## config.mk

```make
export PLATFORM = sky130hd
export DESIGN_NAME = nibble_serial_subtractor
export DESIGN_NICKNAME = d
export VERILOG_FILES = /design/src/rtl/nibble_serial_subtractor.sv
export SDC_FILE = /design/constraint.sdc
export NUM_CORES = 1
export LEC_CHECK = 0
export CORE_MARGIN = 5
export CORE_UTILIZATION = 40
export CTS_CLUSTER_DIAMETER = 30
export DETAILED_ROUTE_END_ITERATION = 16
export PLACE_DENSITY = 0.7
export SYNTH_ARGS = -nofsm -noshare
export SYNTH_HDL_FRONTEND = slang
export SYNTH_SLANG_ARGS = --single-unit
```

## constraint.sdc

```tcl
create_clock -name Clk -period 5.7 [get_ports Clk]
set_input_delay 1.14 -clock Clk [delete_from_list [all_inputs] [get_ports Clk]]
set_output_delay 1.14 -clock Clk [all_outputs]
set_load 0.02 [all_outputs]
```

## src/rtl/nibble_serial_subtractor.sv

```systemverilog
// nibble_serial_subtractor
//
// Multi-cycle WIDTH-bit subtractor: D = A - B - borrow_in, processed 4 bits per clock
// with a single registered carry between nibbles. Subtraction is done as
// A + ~B + carry, where carry = ~borrow, so the nibble chain is a plain adder.
//
// Sequence: IDLE --start--> RUN (N = WIDTH/4 cycles) --> DONE (1 cycle) --> IDLE.
// The result and flags are registered at the last RUN edge and held until the next
// operation completes or Reset is asserted.
//
// Ports:
//   Clk         system clock, rising-edge active
//   Reset       asynchronous, active-high reset
//   start       operation request, sampled only in IDLE
//   A, B        minuend / subtrahend, latched on accepted start
//   borrow_in   borrow into bit 0, latched on accepted start
//   busy        high while the FSM is in RUN
//   done        one-cycle pulse while the FSM is in DONE (result just updated)
//   D           difference, mod 2^WIDTH
//   borrow_out  borrow out of the MSB (unsigned A < B + borrow_in)
//   overflow    signed two's-complement overflow
//   zero        D == 0

module nibble_serial_subtractor #(
   parameter int unsigned WIDTH = 16
) (
   input  logic             Clk,
   input  logic             Reset,
   input  logic             start,
   input  logic [WIDTH-1:0] A,
   input  logic [WIDTH-1:0] B,
   input  logic             borrow_in,
   output logic             busy,
   output logic             done,
   output logic [WIDTH-1:0] D,
   output logic             borrow_out,
   output logic             overflow,
   output logic             zero
);

   localparam int unsigned N  = WIDTH / 4;
   localparam int unsigned CW = (N > 1) ? $clog2(N) : 1;

   typedef enum logic [1:0] {StIdle, StRun, StDone} state_e;

   state_e state_q, state_d;

   logic [WIDTH-1:0] a_q, b_q;
   logic [WIDTH-1:0] diff_q, diff_d;
   logic             carry_q;
   logic [CW-1:0]    count_q;

   logic [3:0]       a_nib, b_nib;
   logic [4:0]       nib_sum;
   logic             last_nib;

   // ------------------------------------------------------------------
   // FSM: state register
   // ------------------------------------------------------------------
   always_ff @(posedge Clk or posedge Reset) begin
      if (Reset) begin
         state_q <= StIdle;
      end else begin
         state_q <= state_d;
      end
   end

   // ------------------------------------------------------------------
   // FSM: next-state logic
   // ------------------------------------------------------------------
   always_comb begin
      state_d = state_q;
      unique case (state_q)
         StIdle: begin
            if (start) begin
               state_d = StRun;
            end
         end
         StRun: begin
            if (last_nib) begin
               state_d = StDone;
            end
         end
         StDone: begin
            // Unconditional return; a start seen here is dropped, not queued.
            state_d = StIdle;
         end
         default: begin
            state_d = StIdle;
         end
      endcase
   end

   // ------------------------------------------------------------------
   // FSM: outputs (decoded from state so Reset clears them immediately)
   // ------------------------------------------------------------------
   always_comb begin
      busy = 1'b0;
      done = 1'b0;
      unique case (state_q)
         StIdle:  ;
         StRun:   busy = 1'b1;
         StDone:  done = 1'b1;
         default: ;
      endcase
   end

   // ------------------------------------------------------------------
   // Nibble datapath
   // ------------------------------------------------------------------
   always_comb begin
      a_nib  = '0;
      b_nib  = '0;
      diff_d = diff_q;

      // Select the nibble addressed by count_q (constant slices only).
      for (int i = 0; i < int'(N); i++) begin
         if (count_q == CW'(i)) begin
            a_nib = a_q[4*i +: 4];
            b_nib = b_q[4*i +: 4];
         end
      end

      // A - B - borrow == A + ~B + (1 - borrow); nib_sum[4] is the next carry.
      nib_sum = {1'b0, a_nib} + {1'b0, ~b_nib} + {4'b0000, carry_q};

      for (int i = 0; i < int'(N); i++) begin
         if (count_q == CW'(i)) begin
            diff_d[4*i +: 4] = nib_sum[3:0];
         end
      end

      last_nib = (count_q == CW'(N - 1));
   end

   // ------------------------------------------------------------------
   // Operand, progress and result registers
   // ------------------------------------------------------------------
   always_ff @(posedge Clk or posedge Reset) begin
      if (Reset) begin
         a_q        <= '0;
         b_q        <= '0;
         diff_q     <= '0;
         carry_q    <= 1'b0;
         count_q    <= '0;
         D          <= '0;
         borrow_out <= 1'b0;
         overflow   <= 1'b0;
         zero       <= 1'b0;
      end else begin
         unique case (state_q)
            StIdle: begin
               if (start) begin
                  a_q     <= A;
                  b_q     <= B;
                  carry_q <= ~borrow_in;
                  count_q <= '0;
               end
            end
            StRun: begin
               diff_q  <= diff_d;
               carry_q <= nib_sum[4];
               count_q <= count_q + CW'(1);
               if (last_nib) begin
                  D          <= diff_d;
                  borrow_out <= ~nib_sum[4];
                  // Operands of differing sign whose result sign differs from A.
                  overflow   <= (a_q[WIDTH-1] != b_q[WIDTH-1]) &&
                                (diff_d[WIDTH-1] != a_q[WIDTH-1]);
                  zero       <= (diff_d == '0);
               end
            end
            StDone:  ;
            default: ;
         endcase
      end
   end

endmodule

```

After elaboration in Yosys (flattened, before gate mapping)
Index checks and enable logic that the tools add are counted.
{ "op_classes": {"n_addsub": 3, "eq_ne": 9, "muxes": 21, "n_bitwise": 3, "reduce_logical": 9} }
{ "op_table": {"columns": ["cell", "n"], "rows": [
  ["$mux 4", 12],
  ["$logic_not 16->1", 1],
  ["$pmux 2 s2", 2],
  ["$reduce_and 2->1", 4],
  ["$eq 2x2->1 const B", 3],
  ["$mux 2", 3],
  ["$add 4x4->5", 1],
  ["$add 5x1->5", 1],
  ["$eq 2x1->1 const B", 2],
  ["$logic_not 2->1", 2],
  ["$ne 2x2->1 const B", 2],
  ["$not 4->4", 1],
  ["$mux 1", 3],
  ["$add 2x1->2 const B", 1],
  ["$ne 1x1->1", 2],
  ["$not 1->1", 2],
  ["$pmux 1 s2", 1],
  ["$reduce_bool 2->1", 1],
  ["$logic_and 1x1->1", 1]
]} }
{ "totals": {"register_bits": 72, "input_bits": 36, "output_inout_bits": 21, "word_cells": 55} }

Depth between registers and ports, before layout
{ "depth": {"depth_word": 11, "depth_mapped": 14, "depth_no_buf": 12} }

Worst setup path after synthesis
No wires, ideal clock.
{ "synth_path": {"path_type": "reg-to-reg", "startpoint": "register count_q[1]", "endpoint": "register zero", "setup_time_ns": 0.066, "arrival_time_ns": 3.199, "t_required_ns": 5.634, "path_slack_ns": 2.435, "path_stages_with_launch": 14, "n_path_buf": 2, "synth_period_minus_slack_ns": 3.265, "path_cell_list": "dfrtp_1 > inv_1 > ha_1 > clkbuf_1 > buf_2 > a221oi_1 > nor3_1 > a21oi_1 > fa_1 > fa_1 > xnor2_1 > o2111ai_1 > nor4_1 > a22o_1"} }
{ "synth_between": {"elab_chain_cells": 10, "elab_cells_between_ends": 21, "classes_between": "2 x add/sub; 3 x eq/ne; 12 x mux; 1 x bitwise; 3 x reduce/logical"} }
{ "synth_rtl": {"columns": ["item", "line_no", "text"], "rows": [
  ["start: declaration", "51", "logic [CW-1:0] count_q;"],
  ["start signal: assignment", "163", "count_q <= count_q + CW'(1);"],
  ["$logic_not 2->1", "118, 128", null],
  ["$mux 4 (4 in series)", "118", "if (count_q == CW'(i)) begin"],
  ["$not 4->4", "125", "nib_sum = {1'b0, a_nib} + {1'b0, ~b_nib} + {4'b0000, carry_q};"],
  ["$add 4x4->5", "125", null],
  ["$add 5x1->5", "125", null],
  ["$mux 4", "128", "if (count_q == CW'(i)) begin"],
  ["$logic_not 16->1", "170", "zero <= (diff_d == '0);"],
  ["end signal: assignment", "170", null],
  ["end: declaration", "38", "output logic zero"]
]} }
Parallel ways exist; a longest one is shown, timed or not.
A chain may end at the register's enable or synchronous reset.

Final worst setup path
Ends and elaborated chain as after synthesis.

==> impl_metrics.json <==
{
  "status": "completed",
  "synth_compound_area_frac": 0.118,
  "drtAntennaViolNets": 0,
  "arrival_ns": 4.14,
  "final-max-slew-violation-count": 0,
  "drc": 0,
  "ys_ff_latch": 70,
  "grt_util_all_layers": 0.149,
  "gp_routability_congestion": 0.822,
  "skew_ns": 0.00646,
  "grt_pass1_vias": 2641,
  "routedWlPerCell_um": 13.8,
  "num-nets-final": 457,
  "cpPeakStageDelay_ns": 0.72,
  "tightest_slew_ns": 1.11,
  "fillers": 769,
  "hold_buffers": 0,
  "final_util": 0.501,
  "antenna_cells": 0,
  "setup_viol": 0,
  "dpl_worst_slack_ns": 1.87,
  "io_buffers": 56,
  "cp_slowest_cell": "ha_1",
  "drtIter0Drc": 138,
  "total_power_uw": 2710,
  "yosys.area_share.simple": 0.237,
  "vias": 2614,
  "drtPass1Iterations": 4,
  "syn_inst": 365,
  "syn_to_final_growth_pct": 23.6,
  "dp_hpwl_um": 5070,
  "dieArea_mm2": 0.0101,
  "rsz0062_at_grt": "no",
  "overflow": 0,
  "cts_root_buf": "clkbuf_8",
  "cts_made_buffers": 9,
  "ctsHtreeMaxLevel": 3,
  "synth.yosys.seq_area_share": 0.532,
  "maxSlewHeadroom": 0.257,
  "row_count": 33,
  "ys.warnings.count": 0,
  "drv_cap": 0,
  "path_depth": 12,
  "reg2reg_depth": 12,
  "crit_chain": "inv_1, ha_1, nand3b_1, a21oi_1, a21oi_1, o21ai_0, fa_1, fa_1, xnor2_1, o2111ai_1, nor4_1, a22o_1",
  "vias_per_cell": 5.01,
  "critPathCaptureType": "flip-flop",
  "ys_types": 39,
  "synth_mux_area_frac": 0.0357,
  "wirelength_um": 7190,
  "clock_sinks": 70,
  "tritoncts": "built",
  "post-cts-setup-buffers": 0,
  "ios": 57,
  "layout_min_cycle_time_ns": 3.86,
  "min_period_over_period": 0.677,
  "grt_pass1_wl_um": 12100,
  "cp.required_ns": 5.98,
  "clkLatencyLatePin_ns": 0.34,
  "synth_area_per_cell_um2": 9.02,
  "final_common_cell": "nand2_1",
  "syn_nets": 410,
  "critical_path_class": "flip-flop to flip-flop",
  "synthAdderAreaFrac": 0.0388,
  "clk_pin_slew_ns": 0.07,
  "worstPathMaxFanout": 24,
  "powerDensity_mw_per_mm2": 665,
  "cts_resized": 0,
  "start_kind": "flip-flop",
  "finalHoldViolations": 0,
  "cts_buffer_depth": 2,
  "p_leak_uw": 0.00190,
  "crit_family": "adder cells",
  "max_freq_ghz": 0.259,
  "worst-path-buf-inv": 1,
  "final_cell_mix": "nand2_1, dfrtp_1, clkdlybuf4s50_1, o21ai_0, a21oi_1",
  "synth_area_mm2": 0.00329,
  "fp.coreArea_mm2": 0.00813,
  "synth_xor_xnor_area_share": 0.00266,
  "synth_top_family_by_area": "simple AND/OR/NAND/NOR gates",
  "fin_ws_ns": 1.84,
  "grt_max_degree": 71,
  "hold-path-cell-count": 2,
  "start_util": 0.405,
  "hold_path.class": "flip-flop to flip-flop",
  "setup_tns_ns": 0,
  "vdd_drop_max_mv": 0.270,
  "whs_ns": 0.480,
  "drive_gt1_frac": 0.0695,
  "die_h_um": 101,
  "die_x_um": 101,
  "antenna_found_initial": 0
}
[state kept, by name, summed over array words and instances (netlist names)]
register	flops
D	16
a_q	16
b_q	16
borrow_out	1
carry_q	1
count_q	2
diff_q	14
overflow	1
state_q	2
zero	1
[area by class of cell]
class / count / area, um^2 / area share
Sequential cell: 70 / 1750 / 0.430
Multi-Input combinational cell: 266 / 1420 / 0.349
Timing Repair Buffer: 57 / 568 / 0.140
Clock buffer: 12 / 145 / 0.0356
Tap cell: 105 / 131 / 0.0323
Inverter: 8 / 30.0 / 0.00738
Clock inverter: 4 / 22.5 / 0.00553
[worst min-delay path: stages, from the launching register on]
cell	delay [ns]
dfrtp_1	0.35
nand2_1	0.05
nand2_1	0.05
[where the power goes]
| part | switching, uW | leakage (uW) | internal [uW] |
|---|---|---|---|
| Sequential | 150 | 0.000859 | 738 |
| Combinational | 892 | 0.000952 | 586 |
| Clock | 175 | 0.0000861 | 168 |
| Total | 1220 | 0.00190 | 1490 |
[cells by family (layout without fill, tap and decap cells)]
kind of cell / after synthesis / after routing
simple gates: 183 / 183
buf+inv: 29 / 81
fa+ha+maj: 9 / 9
flops: 70 / 70
compound gates: 62 / 62
xor+xnor: 1 / 1
mux: 11 / 11
[synthesized netlist by cell type]
cell type	count	area [um^2]
a221oi_1	5	43.8
fa_1	2	40.0
o2111ai_1	1	8.76
nor2_1	11	41.3
ha_1	7	87.6
dfrtp_1	70	1750
a211o_1	1	8.76
buf_6	1	11.3
nand2b_4	1	13.8
a31oi_1	4	25.0
and2_1	1	6.26
o21ai_1	1	5.00
nand2_1	136	510
nand3_1	3	15.0
a21o_2	2	17.5
o221ai_1	2	17.5
o21ai_0	24	120
a22o_1	1	8.76
nor4_1	2	12.5
mux2_2	6	67.6
nand3b_1	3	22.5
and3_1	2	12.5
clkbuf_1	17	63.8
a2111oi_4	1	27.5
inv_1	7	26.3
or3_1	1	6.26
nor2b_1	13	81.3
o31ai_1	2	15.0
nand2b_1	2	12.5
buf_1	1	3.75
inv_2	1	3.75
or4_1	1	7.51
xnor2_1	1	8.76
mux2i_1	5	50.1
buf_2	2	10.0
a21oi_1	18	90.1
nor3_1	5	25.0
and3_2	1	7.51
nand2_2	1	6.26
[layer usage]
layer / vias up / part of all wire / global-route usage
met1: 1257 / 0.46 / 0.198
met5: - / 0 / 0
met4: 0 / 0 / 0.0415
li1: 1297 / - / -
met3: 0 / 0.043 / 0.0429
met2: 60 / 0.49 / 0.239
[through the flow]
| step | instance area [um^2] | instances |
|---|---|---|
| after global placement | 3900 | 506 |
| after global routing | 4070 | 522 |
| after floorplan | 3290 | 365 |
| final | 4070 | 522 |
| after detailed placement | 3900 | 506 |
| after CTS | 4070 | 522 |
[worst paths after layout]
path	endpoint	from	slack (ns)
max	zero	count_q[1]	1.84
min	b_q[2]	b_q[2]	0.48
max reg2reg	zero	count_q[1]	1.84
min reg2reg	b_q[2]	b_q[2]	0.48
max in group asynchronous	diff_q[10]	Reset	3.75
min in group asynchronous	a_q[11]	Reset	1.37
(Power assumes the default switching activity.)
